**src/rtl/reset_sequencer_pkg.sv**
```systemverilog
// Shared types and helpers for the decoder-domain reset sequencer.
// Holds the FSM state encoding and the counter width helper.
package reset_sequencer_pkg;

    typedef enum logic [1:0] {
        StAssert  = 2'd0,
        StRelease = 2'd1,
        StRun     = 2'd2
    } rst_state_e;

    // The same counter times both the stretch and the stagger phases.
    function automatic int unsigned cnt_width(input int unsigned stretch,
                                              input int unsigned stagger);
        return $clog2(((stretch > stagger) ? stretch : stagger) + 1);
    endfunction

endpackage

```
**src/rtl/reset_sequencer_if.sv**
```systemverilog
// Reset sources, requests and sequenced outputs of the reset sequencer.
// The master drives the requests; the slave (sequencer) drives the results.
interface reset_sequencer_if #(
    parameter int unsigned NUM_SRC = 2,
    parameter int unsigned NUM_OUT = 3
);

    logic [NUM_SRC-1:0] src_rst_n;
    logic               sw_rst_req;
    logic               cause_clr;
    logic [NUM_OUT-1:0] rst_out_n;
    logic               hard_rst_n;
    logic               busy;
    logic [NUM_SRC:0]   rst_cause;

    modport master (
        output src_rst_n, sw_rst_req, cause_clr,
        input  rst_out_n, hard_rst_n, busy, rst_cause
    );

    modport slave (
        input  src_rst_n, sw_rst_req, cause_clr,
        output rst_out_n, hard_rst_n, busy, rst_cause
    );

endinterface

```
**src/rtl/reset_sync_chain.sv**
```systemverilog
// Reset synchronizer: asynchronously cleared flop chain shifting in d on clk.
module reset_sync_chain #(
    parameter int unsigned SYNC_STAGES = 2
) (
    input  logic clk,
    input  logic arst_n,
    input  logic d,
    output logic q
);

    logic [SYNC_STAGES-1:0] sync_q;

    always_ff @(posedge clk or negedge arst_n) begin
        if (!arst_n) begin
            sync_q <= '0;
        end else begin
            sync_q <= {sync_q[SYNC_STAGES-2:0], d};
        end
    end

    assign q = sync_q[SYNC_STAGES-1];

endmodule

```
**src/rtl/reset_sequencer.sv**
```systemverilog
// Decoder-domain reset sequencer: stretches and staggers reset release across
// NUM_OUT outputs and keeps a sticky record of what caused the last reset.
module reset_sequencer
    import reset_sequencer_pkg::*;
#(
    parameter int unsigned NUM_SRC     = 2,
    parameter int unsigned NUM_OUT     = 3,
    parameter int unsigned SYNC_STAGES = 2,
    parameter int unsigned STRETCH     = 16,
    parameter int unsigned STAGGER     = 4
) (
    input  logic              clk,
    input  logic              async_rst,
    reset_sequencer_if.slave  bus
);

    localparam int unsigned CntW = cnt_width(STRETCH, STAGGER);
    localparam int unsigned IdxW = $clog2(NUM_OUT + 1);

    logic               a_ok;
    logic [NUM_SRC-1:0] s_ok;
    logic               hold;
    logic [NUM_SRC:0]   cause_set;

    rst_state_e         state_q;
    logic [CntW-1:0]    cnt_q;
    logic [IdxW-1:0]    idx_q;
    logic [NUM_OUT-1:0] rst_out_q;
    logic               busy_q;
    logic               hard_q;
    logic [NUM_SRC:0]   cause_q;

    reset_sync_chain #(
        .SYNC_STAGES (SYNC_STAGES)
    ) u_a_sync (
        .clk    (clk),
        .arst_n (async_rst),
        .d      (1'b1),
        .q      (a_ok)
    );

    for (genvar i = 0; i < NUM_SRC; i++) begin : g_src_sync
        reset_sync_chain #(
            .SYNC_STAGES (SYNC_STAGES)
        ) u_src_sync (
            .clk    (clk),
            .arst_n (async_rst),
            .d      (bus.src_rst_n[i]),
            .q      (s_ok[i])
        );
    end

    assign hold = !a_ok || !(&s_ok) || bus.sw_rst_req;

    always_ff @(posedge clk or negedge async_rst) begin
        if (!async_rst) begin
            state_q   <= StAssert;
            cnt_q     <= '0;
            idx_q     <= '0;
            rst_out_q <= '0;
            busy_q    <= 1'b1;
        end else if (hold) begin
            // Any reset request collapses every output at once; no partial release.
            state_q   <= StAssert;
            cnt_q     <= '0;
            idx_q     <= '0;
            rst_out_q <= '0;
            busy_q    <= 1'b1;
        end else begin
            unique case (state_q)
                StAssert: begin
                    if (cnt_q == CntW'(STRETCH - 1)) begin
                        rst_out_q[0] <= 1'b1;
                        cnt_q        <= '0;
                        idx_q        <= IdxW'(1);
                        if (NUM_OUT == 1) begin
                            state_q <= StRun;
                            busy_q  <= 1'b0;
                        end else begin
                            state_q <= StRelease;
                        end
                    end else begin
                        cnt_q <= cnt_q + CntW'(1);
                    end
                end
                StRelease: begin
                    if (cnt_q == CntW'(STAGGER - 1)) begin
                        rst_out_q <= rst_out_q | (NUM_OUT'(1) << idx_q);
                        cnt_q     <= '0;
                        idx_q     <= idx_q + IdxW'(1);
                        if (idx_q == IdxW'(NUM_OUT - 1)) begin
                            state_q <= StRun;
                            busy_q  <= 1'b0;
                        end
                    end else begin
                        cnt_q <= cnt_q + CntW'(1);
                    end
                end
                StRun: begin
                    rst_out_q <= '1;
                    busy_q    <= 1'b0;
                end
                default: begin
                    state_q   <= StAssert;
                    rst_out_q <= '0;
                    busy_q    <= 1'b1;
                end
            endcase
        end
    end

    always_ff @(posedge clk or negedge async_rst) begin
        if (!async_rst) begin
            hard_q <= 1'b0;
        end else begin
            hard_q <= a_ok;
        end
    end

    // Source causes only count once the global reset is gone; set beats clear.
    assign cause_set = {bus.sw_rst_req, ~s_ok & {NUM_SRC{a_ok}}};

    always_ff @(posedge clk or negedge async_rst) begin
        if (!async_rst) begin
            cause_q <= '0;
        end else begin
            cause_q <= (bus.cause_clr ? '0 : cause_q) | cause_set;
        end
    end

    assign bus.rst_out_n  = rst_out_q;
    assign bus.busy       = busy_q;
    assign bus.hard_rst_n = hard_q;
    assign bus.rst_cause  = cause_q;

endmodule
```
**src/flat_wrapper.sv**
```systemverilog
// flat-port wrapper written by rule: the top's interface ports become plain ports
module reset_sequencer_flat import reset_sequencer_pkg::*;
#(
    parameter int unsigned NUM_SRC     = 2,
    parameter int unsigned NUM_OUT     = 3,
    parameter int unsigned SYNC_STAGES = 2,
    parameter int unsigned STRETCH     = 16,
    parameter int unsigned STAGGER     = 4
)
  (clk, async_rst, bus_src_rst_n, bus_sw_rst_req, bus_cause_clr, bus_rst_out_n, bus_hard_rst_n, bus_busy, bus_rst_cause);
  reset_sequencer_if #(.NUM_SRC(NUM_SRC), .NUM_OUT(NUM_OUT)) bus_i ();
  input  logic clk;
  input  logic async_rst;
  input wire logic [$bits(bus_i.src_rst_n)-1:0] bus_src_rst_n;
  input wire logic [$bits(bus_i.sw_rst_req)-1:0] bus_sw_rst_req;
  input wire logic [$bits(bus_i.cause_clr)-1:0] bus_cause_clr;
  output wire logic [$bits(bus_i.rst_out_n)-1:0] bus_rst_out_n;
  output wire logic [$bits(bus_i.hard_rst_n)-1:0] bus_hard_rst_n;
  output wire logic [$bits(bus_i.busy)-1:0] bus_busy;
  output wire logic [$bits(bus_i.rst_cause)-1:0] bus_rst_cause;
  assign bus_i.src_rst_n = bus_src_rst_n;
  assign bus_i.sw_rst_req = bus_sw_rst_req;
  assign bus_i.cause_clr = bus_cause_clr;
  assign bus_rst_out_n = bus_i.rst_out_n;
  assign bus_hard_rst_n = bus_i.hard_rst_n;
  assign bus_busy = bus_i.busy;
  assign bus_rst_cause = bus_i.rst_cause;
  reset_sequencer #(.NUM_SRC(NUM_SRC), .NUM_OUT(NUM_OUT), .SYNC_STAGES(SYNC_STAGES), .STRETCH(STRETCH), .STAGGER(STAGGER)) u_core (.clk(clk), .async_rst(async_rst), .bus(bus_i));
endmodule
```
**config.mk**
```make
export PLATFORM = sky130hd
export DESIGN_NAME = reset_sequencer_flat
export DESIGN_NICKNAME = d
export VERILOG_FILES = /design/src/rtl/reset_sequencer_pkg.sv /design/src/rtl/reset_sequencer_if.sv /design/src/rtl/reset_sync_chain.sv /design/src/rtl/reset_sequencer.sv /design/src/flat_wrapper.sv
export SDC_FILE = /design/constraint.sdc
export NUM_CORES = 1
export LEC_CHECK = 0
export BUFFER_PORTS_ARGS = -buffer_cell sky130_fd_sc_hd__buf_2
export CAP_MARGIN = 20
export CELL_PAD_IN_SITES_DETAIL_PLACEMENT = 1
export CELL_PAD_IN_SITES_GLOBAL_PLACEMENT = 1
export CORE_MARGIN = 4
export CORE_UTILIZATION = 39
export DETAILED_ROUTE_END_ITERATION = 10
export PLACE_DENSITY_LB_ADDON = 0.1
export SETUP_SLACK_MARGIN = 0.4
export SYNTH_ARGS = -nofsm -noshare
export SYNTH_HDL_FRONTEND = slang
export SYNTH_SLANG_ARGS = --single-unit
```
**constraint.sdc**
```tcl
create_clock -name clk -period 2.05 [get_ports clk]
set_clock_uncertainty 0.2 [all_clocks]
set_input_delay 0.205 -clock clk [delete_from_list [all_inputs] [get_ports clk]]
set_output_delay 0.205 -clock clk [all_outputs]
set_load 0.005 [all_outputs]
```
==> results_dict.tcl <==
set metrics [dict create \
    timing.rr.end "u_core.state_q[1]$_DFFE_PN0P_" \
    cts_tree "yes" \
    path_class "reg2reg" \
    synthArstFlopShare_pct 100 \
    setup_ws_ns 0.0949 \
    yosys.area_share.simple_pct 13.7 \
    required_ns 2.09 \
    ir_drop_uv 392 \
    drt_wl_total_mm 2.81 \
    nets 166 \
    yosys_most_used_dff "dfrtp_1" \
    hold_class "reg2reg" \
    combPwrFrac_pct 5.7 \
    drive_above_1_share_pct 41.2 \
    synthMuxAreaShare_pct 0 \
    max_slew_margin_pct 66.3 \
    pin_count 14 \
    seq_area_frac_synth_pct 49.8 \
    arrival_ns 2.00 \
    num_vias 960 \
    antenna_found_initial 0 \
    synth_fa_ha_area_share_pct 11.9 \
    hold_path_depth 0 \
    synth_area_um2 1160 \
    place.gp.congestion 0.774 \
    ys_types 30 \
    die_h_um 62.5 \
    via_per_inst 5.36 \
    clk_path_buf_depth 2 \
    grt_pass1_wl_mm 4.82 \
    fillers 305 \
    die_x_um 62.5 \
    yosys.area_share.xor_xnor_pct 0 \
    power_density_nw_per_um2 461 \
    regArea_um2 577 \
    instances_no_fill 179 \
    switching_share_pct 24.0 \
    fin_crit_ns 1.96 \
    switchingPower_w 0.000177 \
    maxSlewViolCount 0 \
    p_clk_share_pct 30.4 \
    multi_input_area_um2 654 \
    fmax_mhz 511 \
    cts-root-buf "clkbuf_4" \
    drc 0 \
    fin_area_um2 1600 \
    ys_ff_latch 23 \
    start_util_pct 41.3 \
    synth_cells 110 \
    synth_warnings 0 \
    hold_ws_ns 0.165 \
    startpoint "u_core.cnt_q[1]$_DFFE_PN0P_" \
    leakagePower_nw 0.673 \
    avgSynthCellArea_um2 10.5 \
    first_pass_iters 3 \
    fin_tns_setup_ns 0 \
    ff2ff_path_depth 5 \
    drt_iter0_drc 39 \
    clk_pin_slew_ns 0.14 \
    p_seq_share_pct 63.9 \
    syn_nets 127 \
    cts_buffers 3 \
    rows 19 \
    hold_path.startpoint "u_core.u_a_sync.sync_q[0]$_DFF_PN0_" \
    hpwl_mm 1.97 \
    synth_top_family_by_area "compound AO/OA/AOI/OAI gates" \
    synth-edff-count 0 \
    place_inst 157 \
    placed_cell_area_um2 1320 \
    antenna_cells 0 \
    h-tree-depth 1 \
    grt_setup_unrepaired "yes" \
    wl_per_cell_um 15.7 \
    internal_power_w 0.000562 \
    clk_latency_ns 0.32 \
    tightestPinTransition_ns 0.505 \
    outcome "complete, no violations" \
    grt_max_degree 24 \
    period_share_pct 95.4 \
    syn2layout_area_growth_pct 38.2 \
    rrSetupSlack_ns 0.09 \
    cts_sinks 23 \
    coreArea_um2 2810 \
    synth-compound-area-share_pct 19.7 \
    critPathCaptureType "flop" \
    critPathMaxFanout 6 \
    place_ws_ns 0.0702 \
    port_buffers 13 \
    drtAntennaViolNets 0 \
    die_area_um2 3910 \
    holdPathEnd "u_core.u_a_sync.sync_q[1]$_DFF_PN0_" \
    finalSetupViolCount 0 \
    hold_viol_final 0 \
    grt.total_usage_pct 15.4 \
    grt_overflow 0 \
    grt_pass1_vias 998 \
    maxCapViolCount 0 \
    worstSetupStartpointType "flop" \
    r2r_start "u_core.cnt_q[1]$_DFFE_PN0P_" \
]
-- sequential cells by signal, indices dropped and copies added (netlist names) --
register	cells
u_core.idx_q	2
u_core.g_src_sync.u_src_sync.sync_q	4
u_core.bus.busy	1
u_core.bus.rst_cause	3
u_core.state_q	2
u_core.bus.rst_out_n	3
u_core.cnt_q	5
u_core.bus.hard_rst_n	1
u_core.u_a_sync.sync_q	2
-- cell type report --
type / count / area share [%]
timing repair buffer: 36 / 16.0
sequential: 23 / 36.0
clock buffer: 3 / 1.41
multi-input combinational: 73 / 40.9
inverter: 12 / 2.81
clock inverter: 1 / 0.469
tap: 31 / 2.42
-- worst max-delay path: stages, from the launching register on --
cell,delay [ns]
dfrtp_1,0.43
ha_4,0.16
or4b_4,0.50
a21boi_4,0.24
a31oi_1,0.11
a311oi_1,0.23
-- worst max path at each step --
stage                                     endpoint  slack [ns]
4_1_cts        u_core.bus.rst_out_n[1]$_DFFE_PN0P_        0.12
3_5_place_dp   u_core.bus.rst_out_n[1]$_DFFE_PN0P_        0.07
3_3_place_gp   u_core.bus.rst_out_n[1]$_DFFE_PN0P_        0.11
6_report             u_core.state_q[1]$_DFFE_PN0P_        0.09
2_1_floorplan          u_core.bus.busy$_DFFE_PN1P_        0.20
5_1_grt        u_core.bus.rst_out_n[2]$_DFFE_PN0P_       0.008
-- routing by layer --
layer	share of wire, %	GRT usage, %
met1	44	19.3
met2	52	26.4
met3	2.7	2.52
met4	1.5	5.79
met5	0	0
-- placed cells by master, fill, tap and decap left out, types with 2 or more instances in the layout --
cell type / count
o21ai_1: 3
o2bb2ai_1: 2
ha_4: 2
ha_2: 2
nand3_1: 4
a21o_1: 2
nand4b_1: 2
a21oi_2: 4
buf_4: 16
nor2_1: 4
a21oi_1: 6
a21oi_4: 2
buf_2: 13
dlygate4sd3_1: 6
nand2_1: 7
o21ai_0: 3
ha_1: 7
a221oi_2: 2
dfrtp_1: 22
o21ai_2: 2
clkbuf_4: 3
nand3_2: 2
inv_1: 11
-- per-stage QoR --
step	util (%)	power, W
5_1_grt	57.1	0.000779
3_5_place_dp	47.1	0.000513
3_3_place_gp	47.1	0.000511
2_1_floorplan	-	0.000489
6_report	57.1	0.000739
4_1_cts	53.6	0.000745
-- logic make-up (layout without fill, tap and decap cells) --
logic type / count (synthesis) / count (layout)
compound gates: 33 / 33
other cells: 1 / 1
flops: 23 / 23
simple gates: 28 / 28
buf+inv: 14 / 52
fa+ha+maj: 11 / 11
-- power by group through the flow --
| stage | logic [W] | clock network (W) | registers [W] |
|---|---|---|---|
| floorplan | 0.00000851 | 0 | 0.000480 |
| global placement | 0.0000310 | 0 | 0.000480 |
| detailed placement | 0.0000316 | 0 | 0.000481 |
| CTS | 0.0000425 | 0.000230 | 0.000472 |
| global route | 0.0000477 | 0.000258 | 0.000474 |
| finish | 0.0000423 | 0.000225 | 0.000472 |
-- what timing repair did --
action,CTS,global route
resized for setup,10,11
hold endpoints to repair,28,0
setup buffers,6,6
hold buffers,6,0
endpoints found under the setup margin,13,13
pin swaps,10,11
gates cloned,0,0
-- Yosys cell counts, types with 2 or more instances --
cell	number	area [um^2]
ha_1	11	138
nor2_1	4	15.0
a31oi_1	2	12.5
a311oi_1	2	17.5
nand4b_1	2	17.5
a21o_1	2	15.0
nor2b_1	2	12.5
dfrtp_1	22	551
nand2_1	7	26.3
o21ai_0	8	40.0
inv_1	12	45.0
a21oi_1	11	55.1
nand3_1	6	30.0
o2bb2ai_1	2	17.5
a221oi_1	2	17.5
Note: power is estimated with default switching activity, not from simulation.
